**config.mk**
```make
export PLATFORM = sky130hd
export DESIGN_NAME = aer_event_decoder
export DESIGN_NICKNAME = d
export VERILOG_FILES = /design/src/rtl/aer_event_decoder.sv
export SDC_FILE = /design/constraint.sdc
export NUM_CORES = 1
export LEC_CHECK = 0
export BUFFER_PORTS_ARGS = -buffer_cell sky130_fd_sc_hd__clkbuf_2
export CAP_MARGIN = 20
export CORE_MARGIN = 2
export CORE_UTILIZATION = 45
export CTS_CLUSTER_DIAMETER = 50
export DETAILED_ROUTE_END_ITERATION = 16
export MAX_ROUTING_LAYER = met4
export PLACE_DENSITY = 0.6
export SETUP_SLACK_MARGIN = 0.3
export SYNTH_ARGS = -nofsm -noshare
export SYNTH_HDL_FRONTEND = slang
export SYNTH_SLANG_ARGS = --single-unit
```
**constraint.sdc**
```tcl
create_clock -name CLK -period 6.4 [get_ports CLK]
set_input_delay 0.96 -clock CLK [delete_from_list [all_inputs] [get_ports CLK]]
set_output_delay 0.96 -clock CLK [all_outputs]
set_load 0.05 [all_outputs]
```
**src/rtl/aer_event_decoder.sv**
```systemverilog
// AER link receiver: 4-phase REQ/ACK handshake, address decode,
// show-ahead pixel-event FIFO and double reset-command detection.
module aer_event_decoder #(
    parameter int unsigned FIFO_DEPTH = 8,
    parameter int unsigned CNT_BITS   = 16
) (
    input  logic                CLK,
    input  logic                RST_N,
    input  logic [9:0]          AERIN_ADDR,
    input  logic                AERIN_REQ,
    output logic                AERIN_ACK,
    output logic [7:0]          EVENT_ADDR,
    output logic                EVENT_VALID,
    input  logic                EVENT_READY,
    output logic                NET_RESET,
    output logic [CNT_BITS-1:0] EVENT_COUNT,
    output logic                BUSY
);

    localparam int unsigned AW      = $clog2(FIFO_DEPTH);
    localparam logic [9:0]  RST_CMD = 10'h1FF;

    typedef enum logic [1:0] {
        IDLE,
        LATCH,
        ACK
    } state_t;

    typedef logic [AW:0] ptr_t;

    state_t     state;
    logic       req_meta;
    logic       req_s;
    logic [9:0] addr_r;
    logic [1:0] rst_cnt;
    ptr_t       wr_ptr;
    ptr_t       rd_ptr;
    logic [7:0] mem [FIFO_DEPTH];

    logic fifo_empty;
    logic fifo_full;
    logic is_pixel;
    logic is_cmd;
    logic decode;
    logic push;
    logic pop;
    logic flush;

    assign fifo_empty = (wr_ptr == rd_ptr);
    assign fifo_full  = (wr_ptr[AW] != rd_ptr[AW]) &&
                        (wr_ptr[AW-1:0] == rd_ptr[AW-1:0]);
    assign is_pixel   = (addr_r[9:8] == 2'b00);
    assign is_cmd     = (addr_r == RST_CMD);
    assign decode     = (state == LATCH);
    assign push       = decode && is_pixel;
    assign flush      = decode && is_cmd && (rst_cnt == 2'd1);
    assign pop        = !fifo_empty && EVENT_READY;

    assign EVENT_VALID = !fifo_empty;
    assign EVENT_ADDR  = fifo_empty ? '0 : mem[rd_ptr[AW-1:0]];
    assign BUSY        = (state != IDLE) || !fifo_empty;

    // Two-flop synchroniser for the asynchronous request line
    always_ff @(posedge CLK or negedge RST_N) begin
        if (!RST_N) begin
            req_meta <= 1'b0;
            req_s    <= 1'b0;
        end else begin
            req_meta <= AERIN_REQ;
            req_s    <= req_meta;
        end
    end

    // Handshake FSM with registered ACK, decode and event bookkeeping
    always_ff @(posedge CLK or negedge RST_N) begin
        if (!RST_N) begin
            state       <= IDLE;
            addr_r      <= '0;
            rst_cnt     <= '0;
            AERIN_ACK   <= 1'b0;
            NET_RESET   <= 1'b0;
            EVENT_COUNT <= '0;
        end else begin
            NET_RESET <= 1'b0;
            case (state)
                IDLE: begin
                    if (req_s && !fifo_full) begin
                        addr_r <= AERIN_ADDR;
                        state  <= LATCH;
                    end
                end
                LATCH: begin
                    AERIN_ACK <= 1'b1;
                    state     <= ACK;
                    if (is_pixel) begin
                        rst_cnt <= '0;
                        if (EVENT_COUNT != '1)
                            EVENT_COUNT <= EVENT_COUNT + CNT_BITS'(1);
                    end else if (is_cmd) begin
                        if (rst_cnt == 2'd1) begin
                            NET_RESET   <= 1'b1;
                            EVENT_COUNT <= '0;
                        end
                        if (rst_cnt != 2'd2)
                            rst_cnt <= rst_cnt + 2'd1;
                    end
                end
                ACK: begin
                    if (!req_s) begin
                        AERIN_ACK <= 1'b0;
                        state     <= IDLE;
                    end
                end
                default: state <= IDLE;
            endcase
        end
    end

    // FIFO pointers; a flush overrides a coincident pop
    always_ff @(posedge CLK or negedge RST_N) begin
        if (!RST_N) begin
            wr_ptr <= '0;
            rd_ptr <= '0;
        end else if (flush) begin
            wr_ptr <= '0;
            rd_ptr <= '0;
        end else begin
            if (push)
                wr_ptr <= wr_ptr + ptr_t'(1);
            if (pop)
                rd_ptr <= rd_ptr + ptr_t'(1);
        end
    end

    // FIFO storage, written only on a decoded pixel event
    always_ff @(posedge CLK) begin
        if (push)
            mem[wr_ptr[AW-1:0]] <= addr_r[7:0];
    end

endmodule

```
==> results of run 1 <==
[sequential cells by signal, summed over array words and instances (netlist names), 2 cells and up]
signal and count:
mem 64, EVENT_COUNT 16, addr_r 10, rd_ptr 4, wr_ptr 4, rst_cnt 2
state 2
[cells in the final DEF (no fill, tap or decap), types with 2 or more instances in the layout]
cell / count
nand3_1: 4
or3_1: 4
xor2_1: 2
clkbuf_8: 9
nand2_1: 19
a21oi_1: 11
xnor2_1: 6
buf_4: 7
mux2_1: 3
dfrtp_1: 42
nor3_1: 7
and3_1: 2
clkbuf_2: 41
o21ai_0: 7
mux2_2: 7
mux4_2: 16
mux2i_1: 12
nand4_1: 9
inv_6: 2
inv_8: 2
a41oi_1: 2
inv_1: 10
nor4_1: 6
a31oi_1: 19
nand2b_1: 11
edfxtp_1: 64
and4_1: 4
ha_1: 5
nor2_1: 20
o22ai_1: 2
[per-stage QoR]
| step | instance area (sq um) | cells | setup slack, ns | utilization | power, mW |
|---|---|---|---|---|---|
| global placement | 4984 | 494 | 3.347 | 0.4915 | 1.877 |
| global route | 5202 | 512 | 2.715 | 0.5131 | 2.444 |
| CTS | 5190 | 510 | 2.882 | 0.5119 | 2.322 |
| floorplan | 4634 | 326 | 3.461 | - | 1.686 |
| detailed placement | 4984 | 494 | 3.303 | 0.4915 | 1.895 |
| finish | 5202 | 512 | 2.923 | 0.5131 | 2.302 |
[layout make-up]
| type | instances | area [sq um] |
|---|---|---|
| sequential | 106 | 2973 |
| multi-input combinational | 194 | 1545 |
| fill | 862 | 4936 |
| clock buffer | 9 | 123.9 |
| timing repair buffer | 50 | 270.3 |
| inverter | 10 | 37.54 |
| clock inverter | 7 | 82.58 |
| tap | 136 | 170.2 |
[cells by family (layout without fill, tap and decap cells)]
kind of cell,Yosys count,after routing,share of synthesized area
fa+ha+maj,5,5,0.01350
compound gates,46,46,0.06182
buf+inv,26,76,0.02511
simple gates,97,97,0.1150
flops,106,106,0.6415
xor+xnor,8,8,0.01512
mux,38,38,0.1280
[power groups by stage]
stage	Sequential (mW)	Clock [mW]	Combinational [mW]
6_report	1.07	0.432	0.800
5_1_grt	1.10	0.472	0.870
4_1_cts	1.07	0.440	0.809
3_5_place_dp	1.09	0	0.807
3_3_place_gp	1.08	0	0.798
2_1_floorplan	1.01	0	0.671
[per-layer routing]
metal	part of all wire	routed length [um]	global-route usage
met1	0.47	4293	0.2466
met2	0.48	4417	0.2885
met3	0.032	291	0.02288
met4	0.014	129	0.06571
met5	0	0	-
[worst max-delay path by stage]
stage                               end  slack [ns]
final                              BUSY        2.92
after CTS                          BUSY        2.88
after global routing      EVENT_ADDR[3]        2.72
after detailed placement           BUSY        3.30
after global placement             BUSY        3.35
after floorplan           EVENT_ADDR[6]        3.46
==> impl_metrics.toml, run 1 <==
[clocking]
post-cts-setup-buffers = 0
postCtsHoldBufs = 0
cts-resized-gates = 0
path_clk_slew_ns = 0.10
clockBufferDepth = 2
htreeDepth = 3
cts_buffers = 9
cts_tree = "yes"
clock_latency_ns = 0.37
cts-root-buf = "clkbuf_8"
cts_num_sinks = 106

[synthesis]
synth_edf_count = 64
ys_ff_latch = 106
async_flop_share = 0.3962
synth_top_area_frac = 0.4147
synth_warnings = 0
synth.distinct_cells = 44
syn_avg_cell_area_sq_um = 14.22
synth_top_area_cell = "edfxtp_1"
synth_cells = 326
netlist_area_sq_um = 4634
synth_flop_cell = "edfxtp_1"
synth.most_common_cell = "edfxtp_1"
syn-num-nets = 345
synth_common_cells = "edfxtp_1, dfrtp_1, nor2_1"
yosysSeqAreaShare = 0.6415
yosys-top-cells-area = "edfxtp_1, dfrtp_1, mux4_2"

[cells_and_area]
antenna_cells = 0
drive_gt1_frac = 0.2473
synthToLayoutAreaGrowth_pct = 12.26
nets = 390

[setup_path]
worstPathCellList = "xnor2_1 -> and4_1 -> nand2_1 -> clkbuf_2"
crit_type = "register to output pin"
path_max_fanout = 20
r2r-end = "EVENT_COUNT[8]$_DFFE_PN0P_"
cp_slowest_cell = "dfrtp_1"
rrSetupSlack_ns = 3.95
crit_family = "flip-flops"
r2r_start = "EVENT_COUNT[0]$_DFFE_PN0P_"
path_buf_inv = 1
cp.depth = 4
cp-start-kind = "register"
required_ns = 5.44
crit_start = "rd_ptr[1]$_DFFE_PN0P_"
critPathMaxStageDelay_ns = 0.94
arrival_ns = 2.52
end_kind = "output pin"
r2r_cells = 5

[global_route]
overflow = 0
grt_pass1_vias = 2849
grt_pass1_wl_um = 15150
track_usage = 0.1828
grt_start_max_net_pins = 43
antenna_found_initial = 0

[sta]
worst_slew_pin_slew_ns = 0.8895
drv_slew = 0
whs_ns = 0.3597
min_period_ns = 3.477
finalClockSkew_ns = 0.01355
hold_violations = 0
setup_viol = 0
fmax_ghz = 0.2876
slew_headroom = 0.4070
rsz0062_at_grt = "false"
fin_setup_tns_ns = 0
finalCritPeriodShare = 0.5433

[detailed_routing]
viasPerCell = 5.482
vias = 2807
drt_iter0_drc = 92
ant_nets = 0
drc = 0
drt-pass1-iter-count = 4
avgRoutedWirePerCell_um = 17.83
wirelength_um = 9131

[place]
io_buffers = 41
dp.final_hpwl_um = 6208
routabilityCongestion = 0.7742

[die]
row_count = 37
pin_count = 42
die_area_sq_um = 11130
design.core.area_sq_um = 10140
die_y_um = 105.5
die_x_um = 105.5
start_util = 0.4571

[min_path]
min_from = "req_meta$_DFF_PN0_"
hold_path_class = "register to register"
holdPathStages = 0
hold_end = "req_s$_DFF_PN0_"

[power_and_ir_drop]
swShare = 0.4095
leakagePower_nw = 1.939
peakVddDrop_mv = 0.2386
p_per_area_nw_per_um2 = 442.5
clkPwrFrac = 0.188
pwr-share-comb = 0.347
power_frac_seq = 0.465
p_int_mw = 1.360
net-switching-power_uw = 942.7

[outcome]
outcome = "finished clean"

[flow_run]
maxCapViolCount = 0
Power figures use the tool's default switching activity.
==> inputs of run 2 (changes only) <==
--- a/config.mk
+++ b/config.mk
@@ -5,6 +5,7 @@
 export SDC_FILE = /design/constraint.sdc
 export NUM_CORES = 1
 export LEC_CHECK = 0
+export ABC_AREA = 1
 export BUFFER_PORTS_ARGS = -buffer_cell sky130_fd_sc_hd__clkbuf_2
 export CAP_MARGIN = 20
 export CORE_MARGIN = 2
@@ -12,7 +13,7 @@
 export CTS_CLUSTER_DIAMETER = 50
 export DETAILED_ROUTE_END_ITERATION = 16
 export MAX_ROUTING_LAYER = met4
-export PLACE_DENSITY = 0.6
+export PLACE_DENSITY = 0.62
 export SETUP_SLACK_MARGIN = 0.3
 export SYNTH_ARGS = -nofsm -noshare
 export SYNTH_HDL_FRONTEND = slang
==> constraint.sdc (replaced) <==
create_clock -name CLK -period 2.8 [get_ports CLK]
set_input_delay 0.42 -clock CLK [delete_from_list [all_inputs] [get_ports CLK]]
set_output_delay 0.42 -clock CLK [all_outputs]
set_load 0.05 [all_outputs]
==> impl_metrics.toml, run 2 <==
[setup_path]
end_kind = "output pin"
required_ns = 2.38
cp-start-kind = "register"
path_max_fanout = 12
arrival_ns = 1.91
crit_type = "register to output pin"

[cells_and_area]
final_util = 0.5149
drive_gt1_frac = 0.2293
nFillCells = 1005
fin_cells = 707
synthToLayoutAreaGrowth_pct = 12.09
final_common_cell = "nand2_1"
antenna_cells = 0
fin_area_sq_um = 5582
largest_register_ffs = 64
layout.cells.most_common_list = "nand2_1, nor2_1, edfxtp_1, dfrtp_1, clkbuf_2"
nets = 581

[detailed_routing]
viasPerCell = 5.089
drc = 0
drt_iter0_drc = 221
ant_nets = 0
vias = 3598
wirelength_um = 10050
avgRoutedWirePerCell_um = 14.21
drt-pass1-iter-count = 4

[clocking]
cts-root-buf = "clkbuf_8"
htreeDepth = 3
cts_tree = "yes"
cts_num_sinks = 106
clockBufferDepth = 2
postCtsHoldBufs = 0
clock_latency_ns = 0.37
cts_buffers = 9
path_clk_slew_ns = 0.11

[synthesis]
synth_common_cells = "nand2_1, nor2_1, edfxtp_1"
syn_avg_cell_area_sq_um = 9.745
synth_cells = 511
synth_flop_cell = "edfxtp_1"
yosys-top-cells-area = "edfxtp_1, dfrtp_1, nand2_1"
synth.most_common_cell = "nand2_1"
synth_top_area_frac = 0.3859
async_flop_share = 0.3962
syn-num-nets = 530
synth_edf_count = 64
yosysSeqAreaShare = 0.5970
synth_warnings = 0
synth_top_area_cell = "edfxtp_1"
synth.distinct_cells = 33
netlist_area_sq_um = 4980
ys_ff_latch = 106

[die]
die_x_um = 109.2
die_area_sq_um = 11920
design.core.area_sq_um = 10840
start_util = 0.4594
row_count = 38
pin_count = 42
die_y_um = 109.2

[power_and_ir_drop]
p_per_area_nw_per_um2 = 988.3
leakagePower_nw = 2.305
p_total_mw = 5.517
peakVddDrop_mv = 0.8156

[min_path]
hold_path_class = "input pin to async pin"

[sta]
setup_viol = 0
slew_headroom = 0.4440
min_period_ns = 2.331
rsz0062_at_grt = "false"
worst_slew_pin_slew_ns = 0.8309
fin_setup_tns_ns = 0
finalClockSkew_ns = 0.01085
fmax_ghz = 0.4291
finalCritPeriodShare = 0.8324
drv_slew = 0
hold_violations = 0

[global_route]
grt_pass1_wl_um = 16920
track_usage = 0.1925
grt_start_max_net_pins = 43
antenna_found_initial = 0
grt_pass1_vias = 3466
overflow = 0

[place]
place_area_sq_um = 5354
dp_cells = 687
io_buffers = 41
dp.final_hpwl_um = 7021
routabilityCongestion = 0.7905

[outcome]
outcome = "finished clean"

[flow_run]
maxCapViolCount = 0
run 2: cell count changes in the layout (fill, tap and decap cells not counted), sizes merged, moves of 9 or more:
cell / previous run / this run
a31oi: 19 / 0
buf: 8 / 17
inv: 14 / 39
mux2: 10 / 0
mux2i: 12 / 0
mux4: 16 / 0
nand2: 19 / 123
nand2b: 11 / 0
nand3: 5 / 37
nor2: 20 / 91
o21ai: 7 / 50
run 2: path summary, 6_finish.rpt:
check | slack (ns) | from | depth (start not counted) | to
setup reg to reg | 0.74 | addr_r[8]$_DFFE_PN0P_ | 7 | mem[2][6]$_DFFE_PP_
hold / removal | 0.11 | RST_N | 2 | rd_ptr[2]$_DFFE_PN0P_
max in group asynchronous | 2.28 | RST_N | 2 | rd_ptr[1]$_DFFE_PN0P_
min in group CLK | 0.15 | AERIN_REQ | 1 | req_meta$_DFF_PN0_
setup / recovery | 0.47 | rd_ptr[1]$_DFFE_PN0P_ | 6 | EVENT_ADDR[4]
hold reg to reg | 0.36 | req_meta$_DFF_PN0_ | 0 | req_s$_DFF_PN0_
run 2: worst max-delay path: stages, from the launching register on:
cell and delay, ns:
dfrtp_4 0.57, inv_1 0.18, o21ai_0 0.19, o22ai_1 0.15, nor2_1 0.06, nor2_1 0.10, clkbuf_2 0.28
run 2: final cells by class:
cell class / count / area (sq um) / share of cell area
multi-input cells: 352 / 1777 / 0.3183
repair buffers: 58 / 336.6 / 0.06030
inverters: 35 / 131.4 / 0.02354
clock inverters: 6 / 56.30 / 0.01009
well taps: 140 / 175.2 / 0.03138
flip-flops and latches: 106 / 2978 / 0.5335
clock buffers: 10 / 127.6 / 0.02286
run 2: cells by family after synthesis:
kind of cell,count (synthesis),share of synthesized area
buf+inv,53,0.04724
simple gates,268,0.2402
flops,106,0.5970
fa+ha+maj,5,0.01256
compound gates,71,0.08895
xor+xnor,8,0.01407
run 2: repair_timing:
item	in CTS	in global routing
buffers inserted	0	4
gates resized for setup	2	5
endpoints found under the setup margin	8	8
run 2: where the power goes:
group | leakage, nW | switching (mW) | total (mW) | internal [mW]
clock network | 0.0913 | 0.547 | 0.892 | 0.345
registers | 1.12 | 0.310 | 2.31 | 2.00
logic | 1.09 | 1.64 | 2.31 | 0.676
total | 2.30 | 2.49 | 5.52 | 3.02
run 2: layer usage:
layer / vias up / track usage / routed length [um]
met5: - / - / 0
met4: 0 / 0.06329 / 135
met3: 14 / 0.03646 / 450
met2: 85 / 0.3088 / 4954
met1: 1692 / 0.2482 / 4507
li1: 1807 / - / -
run 2: through the flow:
step	setup WS [ns]	hold WS (ns)
floorplan	0.5591	0.1244
global placement	0.6582	0.3319
detailed placement	0.6665	0.3347
CTS	0.3774	0.1267
global route	0.3109	0.1304
finish	0.4693	0.1089
